<file path="config.mk">
export PLATFORM = sky130hd
export DESIGN_NAME = z80_bus_responder
export DESIGN_NICKNAME = d
export VERILOG_FILES = /design/src/rtl/z80_bus_pkg.sv /design/src/rtl/z80_resp_ram.sv /design/src/rtl/z80_bus_responder.sv
export SDC_FILE = /design/constraint.sdc
export NUM_CORES = 2
export LEC_CHECK = 0
export CAP_MARGIN = 20
export CORE_ASPECT_RATIO = 0.8
export CORE_UTILIZATION = 44
export CTS_BUF_LIST = sky130_fd_sc_hd__clkbuf_8
export DETAILED_ROUTE_END_ITERATION = 6
export GPL_ROUTABILITY_DRIVEN = 0
export HOLD_SLACK_MARGIN = 0.12
export PLACE_DENSITY_LB_ADDON = 0.05
export SLEW_MARGIN = 30
export SYNTH_ARGS = -nofsm -noshare
export SYNTH_HDL_FRONTEND = slang
export SYNTH_SLANG_ARGS = --single-unit
</file>
<file path="constraint.sdc">
create_clock -name wb_clk_i -period 5 [get_ports wb_clk_i]
set_input_delay 0.5 -clock wb_clk_i [delete_from_list [all_inputs] [get_ports wb_clk_i]]
set_output_delay 0.5 -clock wb_clk_i [all_outputs]
set_load 0.005 [all_outputs]
</file>
<file path="src/rtl/z80_bus_pkg.sv">
// -----------------------------------------------------------------------------
// z80_bus_pkg
//
// Shared definitions for the Z80 bus responder:
//   - bus_state_t   : bus-cycle FSM states (IDLE .. INTA)
//   - PORT_GPIO_OUT : IO port holding the GPIO output register (read/write)
//   - PORT_GPIO_IN  : IO port returning the GPIO input pins (read only)
//   - UNMAPPED_DATA : value returned for unmapped memory and unknown IO ports
//   - in_ram()      : address decode helper for the RAM window at 0x0000
// -----------------------------------------------------------------------------
package z80_bus_pkg;

    typedef enum logic [2:0] {
        IDLE   = 3'd0,
        MEM_RD = 3'd1,
        MEM_WR = 3'd2,
        IO_RD  = 3'd3,
        IO_WR  = 3'd4,
        INTA   = 3'd5
    } bus_state_t;

    localparam logic [7:0] PORT_GPIO_OUT = 8'h00;
    localparam logic [7:0] PORT_GPIO_IN  = 8'h01;
    localparam logic [7:0] UNMAPPED_DATA = 8'hFF;

    // RAM occupies 0x0000 .. 2^aw-1; everything above it is unmapped.
    function automatic logic in_ram(input logic [15:0] a, input int aw);
        return (a >> aw) == 16'h0000;
    endfunction

endpackage

</file>
<file path="src/rtl/z80_resp_ram.sv">
// -----------------------------------------------------------------------------
// z80_resp_ram
//
// Single-port synchronous RAM, 2^AW x 8, one access per clock. A write takes
// priority; otherwise an enabled read updates the registered read data, which
// holds its value between reads.
//
// Ports:
//   clk    in   clock
//   en     in   read enable
//   we     in   write enable
//   addr   in   AW   byte address
//   wdata  in   8    write data
//   rdata  out  8    registered read data
// -----------------------------------------------------------------------------
module z80_resp_ram #(
    parameter int AW = 8
) (
    input  logic          clk,
    input  logic          en,
    input  logic          we,
    input  logic [AW-1:0] addr,
    input  logic [7:0]    wdata,
    output logic [7:0]    rdata
);

    logic [7:0] mem [2**AW];

    // NOTE: the array has no reset so it maps onto block RAM; contents are
    // only defined once written.
    always_ff @(posedge clk) begin
        if (we) begin
            mem[addr] <= wdata;
        end else if (en) begin
            rdata <= mem[addr];
        end
    end

endmodule

</file>
<file path="src/rtl/z80_bus_responder.sv">
// -----------------------------------------------------------------------------
// z80_bus_responder
//
// Far-side device on the Z80 external bus. Decodes bus cycles from the
// registered control strobes and serves:
//   - memory reads/writes to an internal 2^MEM_AW byte RAM at 0x0000
//     (addresses above it read 0xFF, writes there are dropped),
//   - IO port 0x00 (gpio_out, read/write) and 0x01 (gpio_in, read only),
//     other ports read 0xFF,
//   - interrupt acknowledge: drives IRQ_VECTOR and clears the pending request.
//
// Optional feature (macro Z80_BUS_RESPONDER_WAIT_EN): drive wait_n low for
// WAIT_CYCLES clocks from every memory/IO/INTA cycle start. Without the macro
// wait_n is tied high and WAIT_CYCLES is only range-checked.
//
// Parameters:
//   MEM_AW       RAM address width (RAM size 2^MEM_AW bytes)
//   WAIT_CYCLES  wait states per cycle, 1..15
//   IRQ_VECTOR   byte driven during interrupt acknowledge
//
// Ports:
//   wb_clk_i       in   1   clock shared with the Z80 core
//   wb_rst_i       in   1   asynchronous active-high reset
//   addr           in   16  Z80 address bus
//   m1_n .. rfsh_n in   1   Z80 control strobes, active low
//   data_from_cpu  in   8   Z80 data bus output
//   data_to_cpu    out  8   read / vector data towards the Z80
//   data_oe        out  1   data_to_cpu owns the bus
//   wait_n         out  1   Z80 WAIT, active low
//   int_n          out  1   Z80 INT, active low
//   irq_i          in   1   one-clock interrupt request pulse
//   gpio_in        in   8   value read on port 0x01
//   gpio_out       out  8   register written on port 0x00
// -----------------------------------------------------------------------------
module z80_bus_responder
    import z80_bus_pkg::*;
#(
    parameter int         MEM_AW      = 8,
    parameter int         WAIT_CYCLES = 2,
    parameter logic [7:0] IRQ_VECTOR  = 8'hFF
) (
    input  logic        wb_clk_i,
    input  logic        wb_rst_i,
    input  logic [15:0] addr,
    input  logic        m1_n,
    input  logic        mreq_n,
    input  logic        iorq_n,
    input  logic        rd_n,
    input  logic        wr_n,
    input  logic        rfsh_n,
    input  logic [7:0]  data_from_cpu,
    output logic [7:0]  data_to_cpu,
    output logic        data_oe,
    output logic        wait_n,
    output logic        int_n,
    input  logic        irq_i,
    input  logic [7:0]  gpio_in,
    output logic [7:0]  gpio_out
);

    if (WAIT_CYCLES < 1 || WAIT_CYCLES > 15) begin : g_wait_range_check
        $error("z80_bus_responder: WAIT_CYCLES must be in 1..15");
    end

    // -------------------------------------------------------------------------
    // Pin sampling. The *_q copies are the strobes as sampled this clock, the
    // *_qq copies the previous sample, used for falling-edge detection.
    // -------------------------------------------------------------------------
    logic        m1_q, mreq_q, iorq_q, rd_q, wr_q, rfsh_q;
    logic        mreq_qq, iorq_qq, rd_qq, wr_qq;
    logic [15:0] addr_q;
    logic [7:0]  data_q;

    // NOTE: every register here uses <= so all flops update from the values
    // present before the edge, whatever the statement order.
    always_ff @(posedge wb_clk_i or posedge wb_rst_i) begin
        if (wb_rst_i) begin
            m1_q    <= 1'b1;
            mreq_q  <= 1'b1;
            iorq_q  <= 1'b1;
            rd_q    <= 1'b1;
            wr_q    <= 1'b1;
            rfsh_q  <= 1'b1;
            mreq_qq <= 1'b1;
            iorq_qq <= 1'b1;
            rd_qq   <= 1'b1;
            wr_qq   <= 1'b1;
            addr_q  <= 16'h0000;
            data_q  <= 8'h00;
        end else begin
            m1_q    <= m1_n;
            mreq_q  <= mreq_n;
            iorq_q  <= iorq_n;
            rd_q    <= rd_n;
            wr_q    <= wr_n;
            rfsh_q  <= rfsh_n;
            mreq_qq <= mreq_q;
            iorq_qq <= iorq_q;
            rd_qq   <= rd_q;
            wr_qq   <= wr_q;
            addr_q  <= addr;
            data_q  <= data_from_cpu;
        end
    end

    // -------------------------------------------------------------------------
    // Cycle-start decode
    // -------------------------------------------------------------------------
    bus_state_t state;
    bus_state_t start_kind;
    logic       strobe_fell;
    logic       start;

    // A write cycle drops mreq_n before wr_n, so any strobe edge may be the one
    // that completes a qualifying combination.
    assign strobe_fell = (mreq_qq & ~mreq_q) | (iorq_qq & ~iorq_q) |
                         (rd_qq & ~rd_q)     | (wr_qq & ~wr_q);

    // NOTE: start_kind gets a default first so no path through the block
    // leaves it unassigned and infers a latch.
    always_comb begin
        start_kind = IDLE;
        if (!mreq_q && !rd_q && rfsh_q) begin
            start_kind = MEM_RD;
        end else if (!mreq_q && !wr_q && rfsh_q) begin
            start_kind = MEM_WR;
        end else if (!iorq_q && !m1_q) begin
            start_kind = INTA;
        end else if (!iorq_q && !rd_q) begin
            start_kind = IO_RD;
        end else if (!iorq_q && !wr_q) begin
            start_kind = IO_WR;
        end
    end

    // Refresh (mreq_n & rfsh_n low) decodes to IDLE and never starts a cycle.
    assign start = (state == IDLE) && strobe_fell && (start_kind != IDLE);

    // -------------------------------------------------------------------------
    // Cycle context and RAM port
    // -------------------------------------------------------------------------
    logic [15:0] cyc_addr;    // address captured at cycle start
    logic [7:0]  cyc_data;    // last data seen while wr_n was low
    logic        wr_done;     // the single write of this cycle has happened
    logic        load_q;      // cycle started last clock: load data_to_cpu
    logic        pending;
    logic        wr_fire;
    logic        ram_we;
    logic        ram_en;
    logic [MEM_AW-1:0] ram_addr;
    logic [7:0]  ram_rdata;
    logic [7:0]  io_read_data;

    // Fires once, on the first clock wr_n is sampled high inside a write cycle.
    assign wr_fire  = ((state == MEM_WR) || (state == IO_WR)) && wr_q && !wr_done;
    assign ram_we   = wr_fire && (state == MEM_WR) && in_ram(cyc_addr, MEM_AW);
    assign ram_en   = start && (start_kind == MEM_RD);
    assign ram_addr = ram_we ? cyc_addr[MEM_AW-1:0] : addr_q[MEM_AW-1:0];

    z80_resp_ram #(
        .AW(MEM_AW)
    ) u_ram (
        .clk   (wb_clk_i),
        .en    (ram_en),
        .we    (ram_we),
        .addr  (ram_addr),
        .wdata (cyc_data),
        .rdata (ram_rdata)
    );

    always_comb begin
        io_read_data = UNMAPPED_DATA;
        if (cyc_addr[7:0] == PORT_GPIO_OUT) begin
            io_read_data = gpio_out;
        end else if (cyc_addr[7:0] == PORT_GPIO_IN) begin
            io_read_data = gpio_in;
        end
    end

    // -------------------------------------------------------------------------
    // Bus-cycle FSM with its registered outputs
    // -------------------------------------------------------------------------
    always_ff @(posedge wb_clk_i or posedge wb_rst_i) begin
        if (wb_rst_i) begin
            state       <= IDLE;
            cyc_addr    <= 16'h0000;
            cyc_data    <= 8'h00;
            wr_done     <= 1'b0;
            load_q      <= 1'b0;
            pending     <= 1'b0;
            data_to_cpu <= 8'h00;
            gpio_out    <= 8'h00;
        end else begin
            load_q <= start;

            if (!wr_q) begin
                cyc_data <= data_q;
            end

            // A request arriving with the INTA start wins over the clear.
            if (irq_i) begin
                pending <= 1'b1;
            end else if (start && (start_kind == INTA)) begin
                pending <= 1'b0;
            end

            // The RAM read issued at cycle start lands one clock later, so all
            // read data is loaded then and held until the next cycle start.
            if (load_q) begin
                case (state)
                    MEM_RD:  data_to_cpu <= in_ram(cyc_addr, MEM_AW) ? ram_rdata
                                                                     : UNMAPPED_DATA;
                    IO_RD:   data_to_cpu <= io_read_data;
                    INTA:    data_to_cpu <= IRQ_VECTOR;
                    default: data_to_cpu <= data_to_cpu;
                endcase
            end

            if (wr_fire) begin
                wr_done <= 1'b1;
                if ((state == IO_WR) && (cyc_addr[7:0] == PORT_GPIO_OUT)) begin
                    gpio_out <= cyc_data;
                end
            end

            case (state)
                IDLE: begin
                    if (start) begin
                        state    <= start_kind;
                        cyc_addr <= addr_q;
                        wr_done  <= 1'b0;
                    end
                end
                MEM_RD, MEM_WR: begin
                    if (mreq_q) begin
                        state <= IDLE;
                    end
                end
                IO_RD, IO_WR, INTA: begin
                    if (iorq_q) begin
                        state <= IDLE;
                    end
                end
                default: state <= IDLE;
            endcase
        end
    end

    // Follows the live strobe so the bus is released in the same clock.
    assign data_oe = (((state == MEM_RD) || (state == IO_RD)) && !rd_n) ||
                     ((state == INTA) && !iorq_n);

    assign int_n = ~pending;

    // -------------------------------------------------------------------------
    // Wait-state generator
    // -------------------------------------------------------------------------
`ifdef Z80_BUS_RESPONDER_WAIT_EN
    logic [3:0] wait_cnt;

    always_ff @(posedge wb_clk_i or posedge wb_rst_i) begin
        if (wb_rst_i) begin
            wait_cnt <= 4'd0;
        end else if (start) begin
            wait_cnt <= 4'(WAIT_CYCLES);
        end else if (wait_cnt != 4'd0) begin
            wait_cnt <= wait_cnt - 4'd1;
        end
    end

    assign wait_n = (wait_cnt == 4'd0);
`else
    assign wait_n = 1'b1;
`endif

endmodule

</file>
==> impl_metrics.xml <==
<?xml version="1.0" encoding="UTF-8"?>
<metrics>
  <group name="floorplanning">
    <metric name="start_util" unit="">0.443</metric>
    <metric name="rows" unit="">143</metric>
    <metric name="fp.dieW" unit="um">491</metric>
    <metric name="die_h" unit="um">393</metric>
    <metric name="io-pin-count" unit="">60</metric>
    <metric name="floorplan.core_area" unit="mm^2">0.190</metric>
    <metric name="floorplan.die_area" unit="mm^2">0.193</metric>
  </group>
  <group name="final_layout">
    <metric name="final_area" unit="mm^2">0.0962</metric>
    <metric name="layout.cells.most_common_list" unit="">2056 x sky130_fd_sc_hd__edfxtp_1, 1682 x sky130_fd_sc_hd__nand2_1, 420 x sky130_fd_sc_hd__nand3_1</metric>
    <metric name="layout-drive-gt1-share" unit="">0.129</metric>
    <metric name="final_common_cell" unit="">sky130_fd_sc_hd__edfxtp_1</metric>
    <metric name="synthToLayoutAreaGrowth" unit="%">14.5</metric>
    <metric name="finalNetCount" unit="">6705</metric>
    <metric name="layout_fillers" unit="">16500</metric>
    <metric name="finish.utilization" unit="">0.507</metric>
  </group>
  <group name="power_and_ir_drop">
    <metric name="swShare" unit="">0.250</metric>
    <metric name="clkPwrFrac" unit="">0.371</metric>
    <metric name="comb_power_share" unit="">0.079</metric>
    <metric name="post-layout-total-power" unit="W">0.0369</metric>
    <metric name="p_sw" unit="W">0.00924</metric>
    <metric name="power_report.internal_total" unit="W">0.0276</metric>
    <metric name="total_leakage_power" unit="nW">32.9</metric>
    <metric name="p_per_area" unit="mW/mm^2">383</metric>
    <metric name="p_seq_frac" unit="">0.550</metric>
    <metric name="vdd_ir_drop_max" unit="V">0.000321</metric>
  </group>
  <group name="run">
    <metric name="maxCapViolCount" unit="">0</metric>
  </group>
  <group name="setup_path">
    <metric name="crit_path_cell_trace" unit="">buf_4 &gt; nor4b_4 &gt; buf_4 &gt; nand4_2 &gt; buf_4 &gt; mux2i_1 &gt; buf_4 &gt; nand2_1 &gt; buf_4 &gt; nor2_1 &gt; a2111oi_0 &gt; buf_4 &gt; nand4_1 &gt; buf_4 &gt; or3_1</metric>
    <metric name="critPathArrivalTime" unit="ns">5.57</metric>
    <metric name="worst-endpoint-required" unit="ns">5.74</metric>
    <metric name="critPathKind" unit="">register to register</metric>
    <metric name="startpoint_type" unit="">register</metric>
    <metric name="crit_path_frequent_cell" unit="">sky130_fd_sc_hd__buf_4</metric>
    <metric name="worstReg2RegEnd" unit="">u_ram.rdata[2]</metric>
    <metric name="critPathCaptureType" unit="">register</metric>
    <metric name="cpMaxStageDelayCell" unit="">sky130_fd_sc_hd__a2111oi_0</metric>
    <metric name="crit_fanout" unit="">20</metric>
    <metric name="timing.reg2reg.setup_slack" unit="ns">0.17</metric>
    <metric name="critPathMaxStageDelay" unit="ns">0.61</metric>
    <metric name="reg2regPathDepth" unit="">15</metric>
    <metric name="rr_startpoint" unit="">wr_q</metric>
  </group>
  <group name="cts">
    <metric name="worst_setup_hold_path_clk_slew" unit="ns">0.06</metric>
    <metric name="clockBufferDepth" unit="">4</metric>
    <metric name="cts_root_buf" unit="">sky130_fd_sc_hd__clkbuf_8</metric>
    <metric name="cts_h_tree_depth" unit="">5</metric>
    <metric name="worst_skew_pair.late_latency" unit="ns">1.05</metric>
    <metric name="tritoncts" unit="">built</metric>
    <metric name="cts_num_sinks" unit="">2136</metric>
    <metric name="numCtsBuffers" unit="">356</metric>
  </group>
  <group name="routing">
    <metric name="drt_pass1_iterations" unit="">5</metric>
    <metric name="totalWireLength" unit="um">262000</metric>
    <metric name="average_vias_per_placed_instance" unit="">5.77</metric>
    <metric name="detail-route-antenna-nets" unit="">0</metric>
    <metric name="drcViolationCount" unit="">0</metric>
    <metric name="dr.first_iter.drc_count" unit="">6614</metric>
    <metric name="total_via_count_in_the_routed_design" unit="">54600</metric>
    <metric name="detail_route.wl_per_cell" unit="um">27.7</metric>
  </group>
  <group name="outcome">
    <metric name="result_of_the_run" unit="">finished clean</metric>
  </group>
  <group name="yosys">
    <metric name="unique_masters_post_synth" unit="">67</metric>
    <metric name="synth_nets" unit="">6256</metric>
    <metric name="ys_ff_latch" unit="">2136</metric>
    <metric name="synthCells" unit="">6215</metric>
    <metric name="post_synth.cell_area_avg" unit="um^2">13.5</metric>
    <metric name="synth-main-ff-cell" unit="">sky130_fd_sc_hd__edfxtp_1</metric>
    <metric name="netlist_area" unit="mm^2">0.0840</metric>
    <metric name="synth_top_cell_area_share" unit="">0.735</metric>
    <metric name="synth_warn" unit="">0</metric>
    <metric name="share_of_synthesized_area_occupied_by_flip_flops_and_latches" unit="">0.759</metric>
    <metric name="share_of_flip_flops_with_an_asynchronous_set_or_reset" unit="">0.0375</metric>
    <metric name="yosys.area.top_type" unit="">sky130_fd_sc_hd__edfxtp_1</metric>
    <metric name="synth_edf_count" unit="">2056</metric>
    <metric name="ys_top_cells_by_area" unit="">sky130_fd_sc_hd__edfxtp_1 73%, sky130_fd_sc_hd__nand2_1 7.5%, sky130_fd_sc_hd__nand3_1 2.5%, sky130_fd_sc_hd__dfrtp_1 2.1%, sky130_fd_sc_hd__a21oi_1 1.8%</metric>
  </group>
  <group name="global_route">
    <metric name="first_global_vias" unit="">51300</metric>
    <metric name="grt_antenna_before_repair" unit="">12</metric>
    <metric name="grt_pass1_wl" unit="um">377000</metric>
    <metric name="grt-ovfl-total" unit="">0</metric>
    <metric name="grt_max_degree" unit="">176</metric>
    <metric name="grt_use_total" unit="">0.269</metric>
  </group>
  <group name="timing">
    <metric name="worst_slew_pin_slew" unit="ns">1.13</metric>
    <metric name="fmax" unit="MHz">207</metric>
    <metric name="timing.setup.tns" unit="ns">0</metric>
    <metric name="final-max-slew-violation-count" unit="">0</metric>
    <metric name="layout_setup_ws" unit="ns">0.170</metric>
    <metric name="timing.final.setup_violations" unit="">0</metric>
    <metric name="period_minus_slack" unit="ns">4.83</metric>
    <metric name="hold_viol" unit="">0</metric>
    <metric name="post-route-period-util" unit="">0.966</metric>
    <metric name="slew_headroom" unit="">0.241</metric>
    <metric name="skew" unit="ns">0.0692</metric>
    <metric name="unrepaired_setup_endpoints_after_global_routing" unit="">no</metric>
  </group>
  <group name="min_path">
    <metric name="holdPathEnd" unit="">data_to_cpu[4]</metric>
    <metric name="hold_path_cells" unit="">4</metric>
    <metric name="min-delay-start" unit="">gpio_in[4]</metric>
    <metric name="min_path_type" unit="">input pin to register</metric>
  </group>
  <group name="placement">
    <metric name="post-place-ws" unit="ns">-0.453</metric>
    <metric name="place.detailed.hpwl" unit="um">159000</metric>
    <metric name="placedInstanceArea" unit="mm^2">0.0898</metric>
    <metric name="place.port_buffers" unit="">58</metric>
  </group>
</metrics>
[power groups by stage]
| stage | Combinational (W) | Sequential (W) | Clock [W] |
|---|---|---|---|
| 6_report | 0.00291 | 0.0203 | 0.0137 |
| 5_1_grt | 0.00312 | 0.0203 | 0.0147 |
| 4_1_cts | 0.00293 | 0.0203 | 0.0140 |
| 3_5_place_dp | 0.00290 | 0.0206 | 0 |
| 3_3_place_gp | 0.00289 | 0.0206 | 0 |
| 2_1_floorplan | 0.00130 | 0.0209 | 0 |
[critical path: cells and delay by family (launching register included)]
kind                   cells  cell delay, ns
AO/OA/AOI/OAI              1            0.61
buffers and inverters      7            1.67
flip-flops                 1            0.52
multiplexers               1            0.15
AND/OR/NAND/NOR            6            1.53
[final cells by class]
| class | instances | area (um^2) | share of cell area |
|---|---|---|---|
| flip-flops and latches | 2136 | 63800 | 0.663 |
| multi-input cells | 3665 | 18500 | 0.193 |
| clock buffers | 367 | 5050 | 0.0525 |
| repair buffers | 492 | 4620 | 0.0480 |
| well taps | 2537 | 3170 | 0.0330 |
| clock inverters | 245 | 976 | 0.0101 |
| inverters | 13 | 51.3 | 0.000533 |
| diodes | 10 | 25.0 | 0.000260 |
[layer usage]
| layer | global-route usage | vias up | wire, um |
|---|---|---|---|
| li1 | - | 24200 | - |
| met1 | 0.417 | 27900 | 122000 |
| met2 | 0.387 | 2185 | 113000 |
| met3 | 0.0490 | 363 | 20800 |
| met4 | 0.0715 | 2 | 5800 |
| met5 | 0 | - | 13 |
[flip-flops by register name, indices dropped and copies added, names as in the netlist]
signal	cells
rd_qq	1
iorq_q	1
iorq_qq	1
u_ram.rdata	8
rfsh_q	1
m1_q	1
data_to_cpu	8
wr_q	1
rd_q	1
load_q	1
pending	1
u_ram.mem	2048
data_q	8
addr_q	16
cyc_data	8
gpio_out	8
state	3
mreq_q	1
mreq_qq	1
wr_done	1
cyc_addr	16
wr_qq	1
[Yosys cell counts (all sizes together), types with 27 or more instances]
cell type  count
edfxtp      2056
mux2i         47
and3          79
nor2         302
mux2          27
a32oi         88
a311oi        59
clkbuf       151
a41oi         28
a21oi        295
nand4        116
a22oi         74
a31oi        185
nand3        421
dfrtp         70
buf          250
a21o          44
a211oi        66
nand2       1686
[through the flow]
| stage | hold slack, ns | instances |
|---|---|---|
| after global placement | 0.404 | 8809 |
| after global routing | 0.230 | 9460 |
| after CTS | 0.210 | 9453 |
| after detailed placement | 0.401 | 8809 |
| final | 0.296 | 9465 |
| after floorplan | 0.353 | 6215 |
[how the worst max path moves through the flow]
| stage | from | endpoint | cells past startpoint |
|---|---|---|---|
| CTS | wr_q | u_ram.rdata[0] | 17 |
| global placement | wr_q | u_ram.rdata[0] | 15 |
| detailed placement | wr_q | u_ram.rdata[7] | 17 |
| global route | wr_q | u_ram.rdata[7] | 15 |
| finish | wr_q | u_ram.rdata[2] | 15 |
| floorplan | cyc_data[0] | u_ram.mem[0][0] | 0 |
[what timing repair did]
item,in CTS,in global routing
resized for setup,4,3
buffers inserted,0,2
pin swaps,0,1
endpoints found under the setup margin,4,4
endpoints found under the hold margin,76,0
hold buffers,32,0
[kinds of logic after synthesis]
group           count (synthesis)  synth area share
buf+inv                       414            0.0229
xor+xnor                        1          0.000104
compound gates                923            0.0748
simple gates                 2666             0.134
mux                            74           0.00941
flops                        2136             0.759
other cells                     1         0.0000446
(Power assumes the default switching activity.)
==> RTL change, RTL diff (same settings) <==
Add an input register stage for `irq_i`, cleared by the reset; this delays it by one clock. The other inputs are not delayed to match.
--- a/src/rtl/z80_bus_responder.sv
+++ b/src/rtl/z80_bus_responder.sv
@@ -60,2 +60,12 @@
 
+    logic irq_q;
+
+    always_ff @(posedge wb_clk_i or posedge wb_rst_i) begin
+        if (wb_rst_i) begin
+            irq_q <= '0;
+        end else begin
+            irq_q <= irq_i;
+        end
+    end
+
     if (WAIT_CYCLES < 1 || WAIT_CYCLES > 15) begin : g_wait_range_check
@@ -200,3 +210,3 @@
             // A request arriving with the INTA start wins over the clear.
-            if (irq_i) begin
+            if (irq_q) begin
                 pending <= 1'b1;
Check against the original RTL: not settled (the Yosys comparison gave no result); the edit may change what the design does.
==> RTL change against the original RTL <==
  * Synthesized cell count up 0.84%
  * First-iteration DRC count is 9.5% lower
  * Sequential power about the same
  * Cell area down 1.0%
  * Synthesized area is essentially flat
  * Power rose by 0.20%
  * Routed wire length is 0.13% lower
  * Global-route usage shrank 0.099 points
  * Critical endpoint is now u_ram.rdata[1]
  * Critical path depth fell by 2
  * Sequential cell count rose by 1
  * Worst setup slack improved by 0.090 ns
  * Clock skew decreased by 0.015 ns
==> RTL change: results (changes against the original RTL) <==
initial antenna violation count: 7 (-5)
Worst slew margin: 0.293 (+0.0518)
asr flop ratio synth: 0.0379 (+0.000450)
reg2reg end: u_ram.rdata[1]
pin count of the biggest net entering global routing: 169 (-4.0%)
drt total wl: 262000 um (-0.13%)
synth unique cells: 63 (-6.0%)
EDFF count, synth: 2056 (unchanged)
number of vias per cell: 5.79 (+0.43%)
register area share after synthesis: 0.759 (about the same)
leading post-synthesis cells by cell area: edfxtp_1 (73%), nand2_1 (7.6%), nand3_1 (3.5%)
met1 Use GR: 0.411 (-0.00562)
Critical Path AT: 5.45 ns (-0.12 ns)
Clock Path Buffers: 4 (unchanged)
number of iterations in the first detailed-routing pass: 6 (+1)
worst-path fanout max: 37 (+85%)
first-pass GRT wire length: 374000 um (-0.72%)
GR Util All Layers: 0.268 (-0.000986)
vias in the first global route: 50678 (-1.2%)
Pleak: 0.0321 uW (-2.5%)
Port Buffer Count: 58 (unchanged)
share of layout cells above drive strength 1: 0.114 (-0.0148)
Hold Path Stages: 1 (-3)
H-tree depth: 5 (unchanged)
Synth top cells by count: edfxtp_1 (2056), nand2_1 (1699), nand3_1 (585)
Area after DPL: 88800 um2 (-1.1%)
Mapped Nets: 6308 (+0.83%)
outcome: complete, no violations
clk_lat worst skew: 1.05 ns (about the same)
Reg2Reg Depth: 13 (-2)
GRT met2 Usage: 0.386 (-0.00113)
Iter 0 DRT Violations: 5986 (-9.5%)
TritonCTS buffer count: 354 (-0.56%)
Final nets: 6603 (-1.5%)
Worst VDD drop: 0.237 mV (-26%)
hold_ws: 0.253 ns (-0.0431 ns)
Fill cells: 16496 (+0.049%)
hold endpoint: addr_q[7]
routing usage on met3: 0.0574 (+0.00839)
Critical Path Start: cyc_addr[9]
reg2reg setup slack: 0.26 ns (+0.09 ns)
Hold Crit Start: addr[7]
DP HPWL: 159000 um (-0.26%)
Worst Clk Skew: 0.0541 ns (-0.0151 ns)
## RTL change: changes by cell type in the layout (fill, tap and decap cells not counted), moves of 37 or more
| cell | change |
|---|---|
| a21oi_1 | -74 |
| a311oi_1 | -56 |
| nand3_1 | +163 |
| a32oi_1 | +42 |
| buf_4 | -136 |
| and3_1 | -37 |
## RTL change: power by group
part | switching, uW | internal, uW | total (uW)
logic | 1970 | 750 | 2710
clock network | 6980 | 6990 | 14000
registers | 236 | 20000 | 20300
## RTL change: kinds of logic (layout without fill, tap and decap cells)
kind of cell / count (synthesis) / in the layout / share of synthesized area
buffers and inverters: 423 / 973 / 0.0222
muxes: 118 / 118 / 0.0150
and+or+nand+nor: 2852 / 2852 / 0.145
AOI/OAI and AO/OA: 736 / 736 / 0.0592
other: 1 / 9 / 0.0000446
DFF: 2137 / 2137 / 0.759
## RTL change: what timing repair did
| item | CTS | global route |
|---|---|---|
| setup endpoints to repair | 0 | 1 |
| resized for setup | 0 | 1 |
| endpoints found under the hold margin | 65 | 0 |
| hold buffers | 30 | 0 |
## RTL change: cell type report
cell class / instances / area (um2) / share of cell area
Clock inverter: 242 / 1070 / 0.0112
Clock buffer: 369 / 5080 / 0.0533
Antenna cell: 8 / 20.0 / 0.000210
Multi-Input combinational cell: 3707 / 18500 / 0.194
Timing Repair Buffer: 352 / 3540 / 0.0371
Sequential cell: 2137 / 63800 / 0.670
Tap cell: 2537 / 3170 / 0.0333
Inverter: 10 / 40.0 / 0.000420
## RTL change: worst max path at each step
stage / slack, ns / end / cells after the start
after CTS: 0.17 / u_ram.rdata[3] / 10
after global placement: 0.29 / u_ram.rdata[3] / 12
final: 0.26 / u_ram.rdata[1] / 13
after detailed placement: 0.23 / u_ram.rdata[3] / 10
after global routing: 0.13 / u_ram.rdata[1] / 13
after floorplan: 1.00 / u_ram.mem[0][0] / 0
## RTL change: through the flow
stage / instances / setup WS, ns
floorplan: 6267 / 1.00
detailed placement: 8713 / 0.229
finish: 9362 / 0.260
global placement: 8713 / 0.290
global route: 9360 / 0.134
CTS: 9354 / 0.172
## RTL change: metal layers
layer / up-vias / wire length [um] / part of all wire
li1: 23909 / - / -
met1: 27676 / 122000 / 0.47
met2: 2248 / 113000 / 0.43
met3: 380 / 21600 / 0.082
met4: 2 / 5620 / 0.021
met5: - / 13 / 0.000050
## RTL change: critical path, stage by stage, from the launching register on
cell and delay, ns:
dfrtp_1 0.41, nor4_4 0.58, a41o_1 0.35, and2_4 0.58, buf_12 0.32, buf_4 0.29
buf_4 0.32, mux2i_1 0.22, a32oi_1 0.09, nand4_1 0.15, nand4_1 0.34, nor4_1 0.42
buf_4 0.18, nand4_1 0.09
